## config.mk

```make
export PLATFORM = sky130hd
export DESIGN_NAME = imsharp_window
export DESIGN_NICKNAME = d
export VERILOG_FILES = /design/src/rtl/imsharp_pkg.sv /design/src/rtl/imsharp_line_buffer.sv /design/src/rtl/imsharp_window.sv
export SDC_FILE = /design/constraint.sdc
export NUM_CORES = 2
export LEC_CHECK = 0
export ABC_CLOCK_PERIOD_IN_PS = 8850
export CAP_MARGIN = 20
export CORE_MARGIN = 5
export CORE_UTILIZATION = 40
export DETAILED_ROUTE_END_ITERATION = 8
export DONT_BUFFER_PORTS = 1
export GPL_TIMING_DRIVEN = 0
export HOLD_SLACK_MARGIN = 0.12
export PLACE_DENSITY = 0.53
export SETUP_SLACK_MARGIN = 0.05
export SKIP_CTS_REPAIR_TIMING = 1
export SLEW_MARGIN = 20
export SYNTH_ARGS = -nofsm -noshare
export SYNTH_HDL_FRONTEND = slang
export SYNTH_SLANG_ARGS = --single-unit
```

## constraint.sdc

```tcl
create_clock -name clk -period 8.85 [get_ports clk]
set_input_delay 1.77 -clock clk [delete_from_list [all_inputs] [get_ports clk]]
set_output_delay 1.77 -clock clk [all_outputs]
set_load 0.01 [all_outputs]
```

## src/rtl/imsharp_pkg.sv

```systemverilog
// imsharp_pkg: shared constants and the window slot-index helper for the
// 5x5 sharpening window. Slot k = 5*r + c + 1, where r = 0 is the oldest
// (top) row and c = 0 is the oldest (left) column.
package imsharp_pkg;

    localparam int WIN_SIZE  = 5;
    localparam int WIN_PIX   = WIN_SIZE * WIN_SIZE;
    localparam int DEF_PIX_W = 8;

    // 1-based slot number for window row r, column c.
    function automatic int slot_k(input int r, input int c);
        return WIN_SIZE * r + c + 1;
    endfunction

endpackage

```

## src/rtl/imsharp_line_buffer.sv

```systemverilog
// imsharp_line_buffer: one image line of delay. The read is combinational
// from the current column address, and the write to that address lands on
// the same edge. A read therefore sees the pixel written one line earlier.
// The storage is deliberately not reset. Upstream row masking keeps stale
// contents out of any valid window.
module imsharp_line_buffer #(
    parameter int IMG_WIDTH = 64,
    parameter int PIX_W     = 8
) (
    input  logic                         clk,
    input  logic                         en,
    input  logic [$clog2(IMG_WIDTH)-1:0] addr,
    input  logic [PIX_W-1:0]             din,
    output logic [PIX_W-1:0]             dout
);

    logic [PIX_W-1:0] mem [IMG_WIDTH];

    assign dout = mem[addr];

    // Overwrite the column slot with the current line's pixel.
    always_ff @(posedge clk) begin
        if (en) mem[addr] <= din;
    end

endmodule

```

## src/rtl/imsharp_window.sv

```systemverilog
// imsharp_window: raster-stream 5x5 window generator for the sharpening
// stage. Four cascaded line buffers supply the four previous lines at the
// current column. The 5x5 register array shifts one column left for each
// accepted pixel. window_valid is asserted one cycle after a pixel at
// row >= 4 and col >= 4, so windows never straddle a line boundary.
// Optional feature: define IMSHARP_WIN_CNT_EN to add the win_count output.
// win_count is a saturating count of valid windows since the last sof or
// reset.
module imsharp_window
    import imsharp_pkg::*;
#(
    parameter int IMG_WIDTH = 64,
    parameter int PIX_W     = DEF_PIX_W
) (
    input  logic                     clk,
    input  logic                     rst_n,
    input  logic [PIX_W-1:0]         pixel_in,
    input  logic                     pixel_valid,
    input  logic                     sof,
    output logic [WIN_PIX*PIX_W-1:0] window_out,
    output logic                     window_valid
`ifdef IMSHARP_WIN_CNT_EN
    ,
    output logic [15:0]              win_count
`endif
);

    localparam int            CW       = $clog2(IMG_WIDTH);
    localparam logic [CW-1:0] LAST_COL = CW'(IMG_WIDTH - 1);
    localparam logic [CW-1:0] EDGE_COL = CW'(WIN_SIZE - 1);
    localparam logic [2:0]    FULL_ROW = 3'(WIN_SIZE - 1);

    logic [CW-1:0] col, cur_col;
    logic [2:0]    row, cur_row;
    logic          hit;

    // lb_chain[0] is the incoming pixel. lb_chain[i+1] is line R-(i+1).
    logic [PIX_W-1:0] lb_chain [WIN_SIZE];

    logic [WIN_PIX-1:0][PIX_W-1:0] win;

    // An accepted sof pixel sits at (0,0) whatever the counters say.
    // Using that forced position for the line-buffer address restarts the
    // frame cleanly.
    always_comb begin
        cur_col = sof ? '0 : col;
        cur_row = sof ? '0 : row;
        hit     = pixel_valid && (cur_row == FULL_ROW) && (cur_col >= EDGE_COL);
    end

    assign lb_chain[0] = pixel_in;

    for (genvar i = 0; i < WIN_SIZE - 1; i++) begin : g_lb
        imsharp_line_buffer #(
            .IMG_WIDTH (IMG_WIDTH),
            .PIX_W     (PIX_W)
        ) u_lb (
            .clk  (clk),
            .en   (pixel_valid),
            .addr (cur_col),
            .din  (lb_chain[i]),
            .dout (lb_chain[i+1])
        );
    end

    // Column and row position. The row only needs to reach 4, so it
    // saturates there.
    always_ff @(posedge clk or negedge rst_n) begin
        if (!rst_n) begin
            col <= '0;
            row <= '0;
        end else if (pixel_valid) begin
            if (cur_col == LAST_COL) begin
                col <= '0;
                row <= (cur_row < FULL_ROW) ? cur_row + 3'd1 : cur_row;
            end else begin
                col <= cur_col + CW'(1);
                row <= cur_row;
            end
        end
    end

    // Window shift: each row moves one column left. The new right column
    // takes the oldest line at the top and the live pixel at the bottom.
    always_ff @(posedge clk or negedge rst_n) begin
        if (!rst_n) begin
            win <= '0;
        end else if (pixel_valid) begin
            for (int r = 0; r < WIN_SIZE; r++) begin
                for (int c = 0; c < WIN_SIZE - 1; c++)
                    win[slot_k(r, c) - 1] <= win[slot_k(r, c + 1) - 1];
                win[slot_k(r, WIN_SIZE - 1) - 1] <= lb_chain[WIN_SIZE - 1 - r];
            end
        end
    end

    // window_valid has one-cycle latency. An idle cycle drops it to 0.
    always_ff @(posedge clk or negedge rst_n) begin
        if (!rst_n) window_valid <= 1'b0;
        else        window_valid <= hit;
    end

    assign window_out = win;

`ifdef IMSHARP_WIN_CNT_EN
    // Saturating count of valid windows. An accepted sof clears it.
    always_ff @(posedge clk or negedge rst_n) begin
        if (!rst_n)                          win_count <= '0;
        else if (pixel_valid && sof)         win_count <= '0;
        else if (hit && win_count != 16'hFFFF) win_count <= win_count + 16'd1;
    end
`endif

endmodule
```

# After elaboration in Yosys (flattened, before gate mapping)
# Memory sizes are Yosys's and may differ from the RTL's. A register that Yosys moved wholly into a read port is not among the register bits.
# Index checks and enable logic that the tools add are counted.
word_totals:
  reg_bits: 202
  ramBits: 2048
  inputBits: 12
  output_inout_bits: 201
  memories: 4
mem_list:
  columns: ["name", "words", "width", "read_ports", "rd_clocked_by_memory_dff", "wr", "line", "text"]
  rows:
  - ["g_lb[0].u_lb.mem", 64, 8, 1, 0, 1, "imsharp_line_buffer.sv:17", "logic [PIX_W-1:0] mem [IMG_WIDTH];"]
  - ["g_lb[1].u_lb.mem", 64, 8, 1, 0, 1, "imsharp_line_buffer.sv:17", null]
  - ["g_lb[2].u_lb.mem", 64, 8, 1, 0, 1, "imsharp_line_buffer.sv:17", null]
  - ["g_lb[3].u_lb.mem", 64, 8, 1, 1, 1, "imsharp_line_buffer.sv:17", null]
classes:
  add_sub_neg: 2
  n_lt_le_gt_ge: 2
  eq_ne: 2
  mux: 7
  reduce_logical: 3
ops:
  columns: ["cell", "count"]
  rows:
  - ["two-way mux 6 bit", 2]
  - ["two-way mux 3 bit", 3]
  - ["adder 6 x 1 -> 6 bit, second input constant", 1]
  - ["equality test 6 bit, second input constant", 1]
  - [">= comparator 6 x 3 -> 1 bit, second input constant", 1]
  - ["adder 3 x 1 -> 3 bit, second input constant", 1]
  - ["equality test 3 bit, second input constant", 1]
  - ["< comparator 3 bit, second input constant", 1]
  - ["logical AND 1 bit", 2]
  - ["two-way mux 1 bit", 2]
  - ["logical NOT 1 bit", 1]

# Longest topological paths before layout
logic_depth:
  ltp_word: 4
  depth_mapped: 14
  ltp_nobuf: 7

# Cells and area by module
# A second synthesis with hierarchy kept.
hier_totals:
  cells_unflattened: 5141
  hier_area_um2: 89151.8
modules_own_cells:
  columns: ["module", "instances", "cells_each", "area_each_um2", "seq_area_each_um2"]
  rows:
  - ["imsharp_line_buffer", 4, 1163, 20289.5, 15374.7]
  - ["imsharp_window", 1, 489, 7993.9, 5255.0]

# Worst setup path before layout
# No wires, ideal clock.
synth_timing:
  kind: "input port to flip-flop"
  from: "input port sof"
  to: "memory g_lb[1].u_lb.mem[0][7] (data pin)"
  arrival_ns: 7.509
  required_time_ns: 7.830
  slack_ns: 0.321
  path_stages: 10
  path_cell_list: "buf_4 > or3b_1 > buf_2 > buf_4 > buf_2 > buf_2 > buf_4 > o22ai_1 > a211oi_1 > o311ai_0"
synth_via:
  elab_chain_len: 2
synth_rtl:
  columns: ["element", "line", "text"]
  rows:
  - ["start: declaration", "imsharp_window.sv:19", "input logic sof,"]
  - ["two-way mux 6 bit", "imsharp_window.sv:46", "cur_col = sof ? '0 : col;"]
  - ["memory (64 x 8 bit)", null, null]
  - ["named net g_lb[0].u_lb.dout[7]", "imsharp_line_buffer.sv:14", "output logic [PIX_W-1:0] dout"]
  - ["end: declaration", "imsharp_line_buffer.sv:17", null]
# The timed path passes the listed nets, and every way through them passes these cells.

# Final worst setup path
layout_timing:
  from: "input port sof"
  to: "register win, in the netlist window_out[157]"
layout_via:
  elab_chain_len: 2
layout_rtl:
  columns: ["element", "line", "text"]
  rows:
  - ["two-way mux 6 bit", "imsharp_window.sv:46", null]
  - ["memory (64 x 8 bit)", null, null]
  - ["named net g_lb[0].u_lb.dout[5]", "imsharp_line_buffer.sv:14", null]
  - ["end signal: indexed assignment", "imsharp_window.sv:91", "win[slot_k(r, c) - 1] <= win[slot_k(r, c + 1) - 1];"]
  - ["end signal: indexed assignment", "imsharp_window.sv:92", "win[slot_k(r, WIN_SIZE - 1) - 1] <= lb_chain[WIN_SIZE - 1 - r];"]
  - ["end: declaration", "imsharp_window.sv:40", "logic [WIN_PIX-1:0][PIX_W-1:0] win;"]
# The timed path passes the listed nets, and every way through them passes these cells.
# A chain may end at the register's enable or synchronous reset.

==> flow_metrics.tcl <==
set metrics [dict create \
    htree_levels 4 \
    synth_compound_area_frac 0.0695 \
    row_count 170 \
    slew_headroom 0.160 \
    synth_nets 4777 \
    r2r_start "col[2]$_DFFE_PN0P_" \
    crit_type "primary input to flip-flop" \
    die-area_mm2 0.226 \
    setup_violations 0 \
    syn_area_mm2 0.0866 \
    synth_xor_xnor_area_share 0 \
    viasPerCell 6.30 \
    synth.distinct_cells 74 \
    place_hpwl_um 226000 \
    ant_nets 0 \
    async_flop_share 0.0930 \
    reg2reg_depth 11 \
    clkTransAtPathRegs_ns 0.07 \
    ys_seq_elements 2258 \
    cts_root_buf "clkbuf_16" \
    clock_latency_ns 0.88 \
    grt_max_degree 211 \
    die_h_um 475 \
    synth_edf_count 2048 \
    fmax_mhz 154 \
    final_cell_mix "edfxtp_1, mux2i_1, mux2_2, clkbuf_16, dfrtp_1" \
    cts_num_sinks 2258 \
    synthSimpleGateAreaFrac 0.0260 \
    ys_warn_count 0 \
    crit_path_start_kind "primary input" \
    status "finished, final reports clean" \
    grt_pass1_vias 48500 \
    cts_inserted_buffers 224 \
    core_region_area_mm2 0.215 \
    fin_hold_ws_ns 0.514 \
    synthFlopType "edfxtp_1" \
    synth_top_family_by_area "multiplexers" \
    ctsLongestPathBuffers 3 \
    cp.required_ns 9.58 \
    drt_iter0_drc 8857 \
    drv_cap 0 \
    hp-class "flip-flop to flip-flop" \
    drt_first_pass_iters 6 \
    drv_slew 0 \
    tightest_slew_ns 1.26 \
    ir_worst_vdd_mv 0.259 \
    final-hold-violation-count 0 \
    syn_inst 4762 \
    r2r-end "g_lb[1].u_lb.mem[5][0]$_DFFE_PP_" \
    antenna_found_initial 23 \
    stdcell_count 8267 \
    final_common_cell "edfxtp_1" \
    vias 52100 \
    placedCellCount 7841 \
    totalWireLength_um 332000 \
    reg2reg_slack_ns 2.90 \
    area_growth_pct 18.9 \
    cp-end-kind "flip-flop" \
    cp_max_fo 15 \
    min-delay-start "row[1]$_DFFE_PN0P_" \
    power_leakage_nw 35.3 \
    gp_congestion 0.839 \
    synthMuxAreaShare 0.115 \
    drive_gt1_frac 0.219 \
    skew_ns 0.0482 \
    cts_tree "yes" \
    rsz0062_at_grt "false" \
    crit_end "window_out[157]$_DFFE_PN0P_" \
    whs_path_depth 1 \
    powerDensity_mw_per_mm2 273 \
    wl_per_cell_um 40.2 \
    syn_area_per_cell_um2 18.2 \
    track_usage 0.288 \
    io_buffers 0 \
    gr-total-overflow 0 \
    post-route-drc-count 0 \
    fin_crit_sh 0.734 \
    crit_start "sof" \
    synthAdderAreaFrac 0.000433 \
    grt_first_pass_wirelength_um 439000 \
    fin_nets 5244 \
    ios 213 \
    finalPower_mw 28.1 \
    fill_cells 17900 \
    cp.arrival_ns 7.22 \
    initial_core_util 0.403 \
    min_period_ns 6.49 \
    yosysSeqAreaShare 0.771 \
    die_x_um 475 \
]
==> layer usage <==
layer,GRT usage,up-vias,share of wire
met5,0,-,0.00014
met4,0.129,6,0.053
met3,0.0656,750,0.11
met2,0.444,3659,0.46
met1,0.392,27500,0.38
li1,-,20200,-
==> per-stage QoR <==
step / util / area, um^2 / setup WS (ns) / TNS, ns
floorplan: - / 86600 / 0.321 / 0
CTS: 0.479 / 103000 / 2.14 / 0
global route: 0.479 / 103000 / 2.45 / 0
detailed placement: 0.446 / 95900 / 1.26 / 0
global placement: 0.419 / 90200 / -6.76 / -4101.74
finish: 0.479 / 103000 / 2.36 / 0
==> how the worst min path moves through the flow <==
stage | slack, ns | to
6_report | 0.51 | row[1]$_DFFE_PN0P_
5_1_grt | 0.52 | row[1]$_DFFE_PN0P_
4_1_cts | 0.50 | row[1]$_DFFE_PN0P_
2_1_floorplan | 0.47 | row[1]$_DFFE_PN0P_
3_3_place_gp | 0.48 | row[1]$_DFFE_PN0P_
3_5_place_dp | 0.49 | row[1]$_DFFE_PN0P_
==> final cells by class <==
| class | instances | area (um^2) | area share |
|---|---|---|---|
| Tap cell | 2838 | 3550 | 0.0345 |
| Buffer | 295 | 1600 | 0.0156 |
| Inverter | 10 | 37.5 | 0.000365 |
| Antenna cell | 12 | 30.0 | 0.000292 |
| Multi-Input combinational cell | 2199 | 18900 | 0.184 |
| Clock inverter | 116 | 993 | 0.00965 |
| Timing Repair Buffer | 241 | 5000 | 0.0486 |
| Clock buffer | 298 | 6070 | 0.0590 |
| Sequential cell | 2258 | 66800 | 0.648 |
==> critical path, stage by stage <==
cell and delay, ns:
buf_4 0.15, nand3b_1 0.17, buf_2 0.37, buf_2 0.38
buf_2 0.53, clkbuf_1 0.97, o22ai_1 0.28, o31ai_1 0.90
nand4_1 0.78, buf_8 0.40, buf_6 0.17, mux2_2 0.27
==> cells in the mapped netlist (5+ instances only) <==
master,count,area [um^2]
a41oi_1,26,228
edfxtp_1,2048,61500
nor3_1,12,60.1
nor2b_1,12,75.1
o22ai_1,174,1090
a22o_1,20,175
a2bb2oi_1,6,52.6
o2bb2ai_1,56,490
clkbuf_1,112,420
mux2i_1,534,5350
a211o_1,6,52.6
nand2_1,137,514
mux2_2,279,3140
a21oi_1,99,495
dfrtp_1,210,5260
o221ai_1,11,96.3
a221oi_1,32,280
nor3b_1,6,45.0
buf_6,21,236
a2111oi_0,56,490
or4_1,14,105
buf_1,19,71.3
nand3_1,19,95.1
o21ai_0,91,455
nand4_1,9,56.3
a22oi_1,52,390
inv_1,10,37.5
a31oi_1,39,244
and3b_1,5,43.8
a211oi_1,48,360
buf_4,48,360
a221o_1,12,120
buf_2,95,475
nor2_1,173,649
mux4_2,65,1460
nand3b_1,10,75.1
and2_1,59,369
o22a_1,53,464
o31ai_1,16,120
==> registers in the layout, summed over array words and instances (netlist names) <==
signal         cells
g_lb.u_lb.mem   2048
window_out       200
col                6
row                3
window_valid       1
==> power by group <==
| part | leakage, nW | internal (mW) | total (mW) | switching [mW] |
|---|---|---|---|---|
| logic | 10.8 | 1.54 | 5.04 | 3.50 |
| clock network | 3.45 | 5.23 | 9.34 | 4.10 |
| registers | 21.0 | 13.1 | 13.7 | 0.631 |
| total | 35.3 | 19.8 | 28.1 | 8.24 |
==> logic make-up (layout without fill, tap and decap cells) <==
kind of cell / after synthesis / after routing
and+or+nand+nor: 476 / 476
adders and majority gates: 3 / 3
buffers and inverters: 305 / 960
DFF: 2258 / 2258
muxes: 879 / 879
AOI/OAI and AO/OA: 841 / 841
other: 0 / 12
Note: power is estimated with default switching activity, not from simulation.
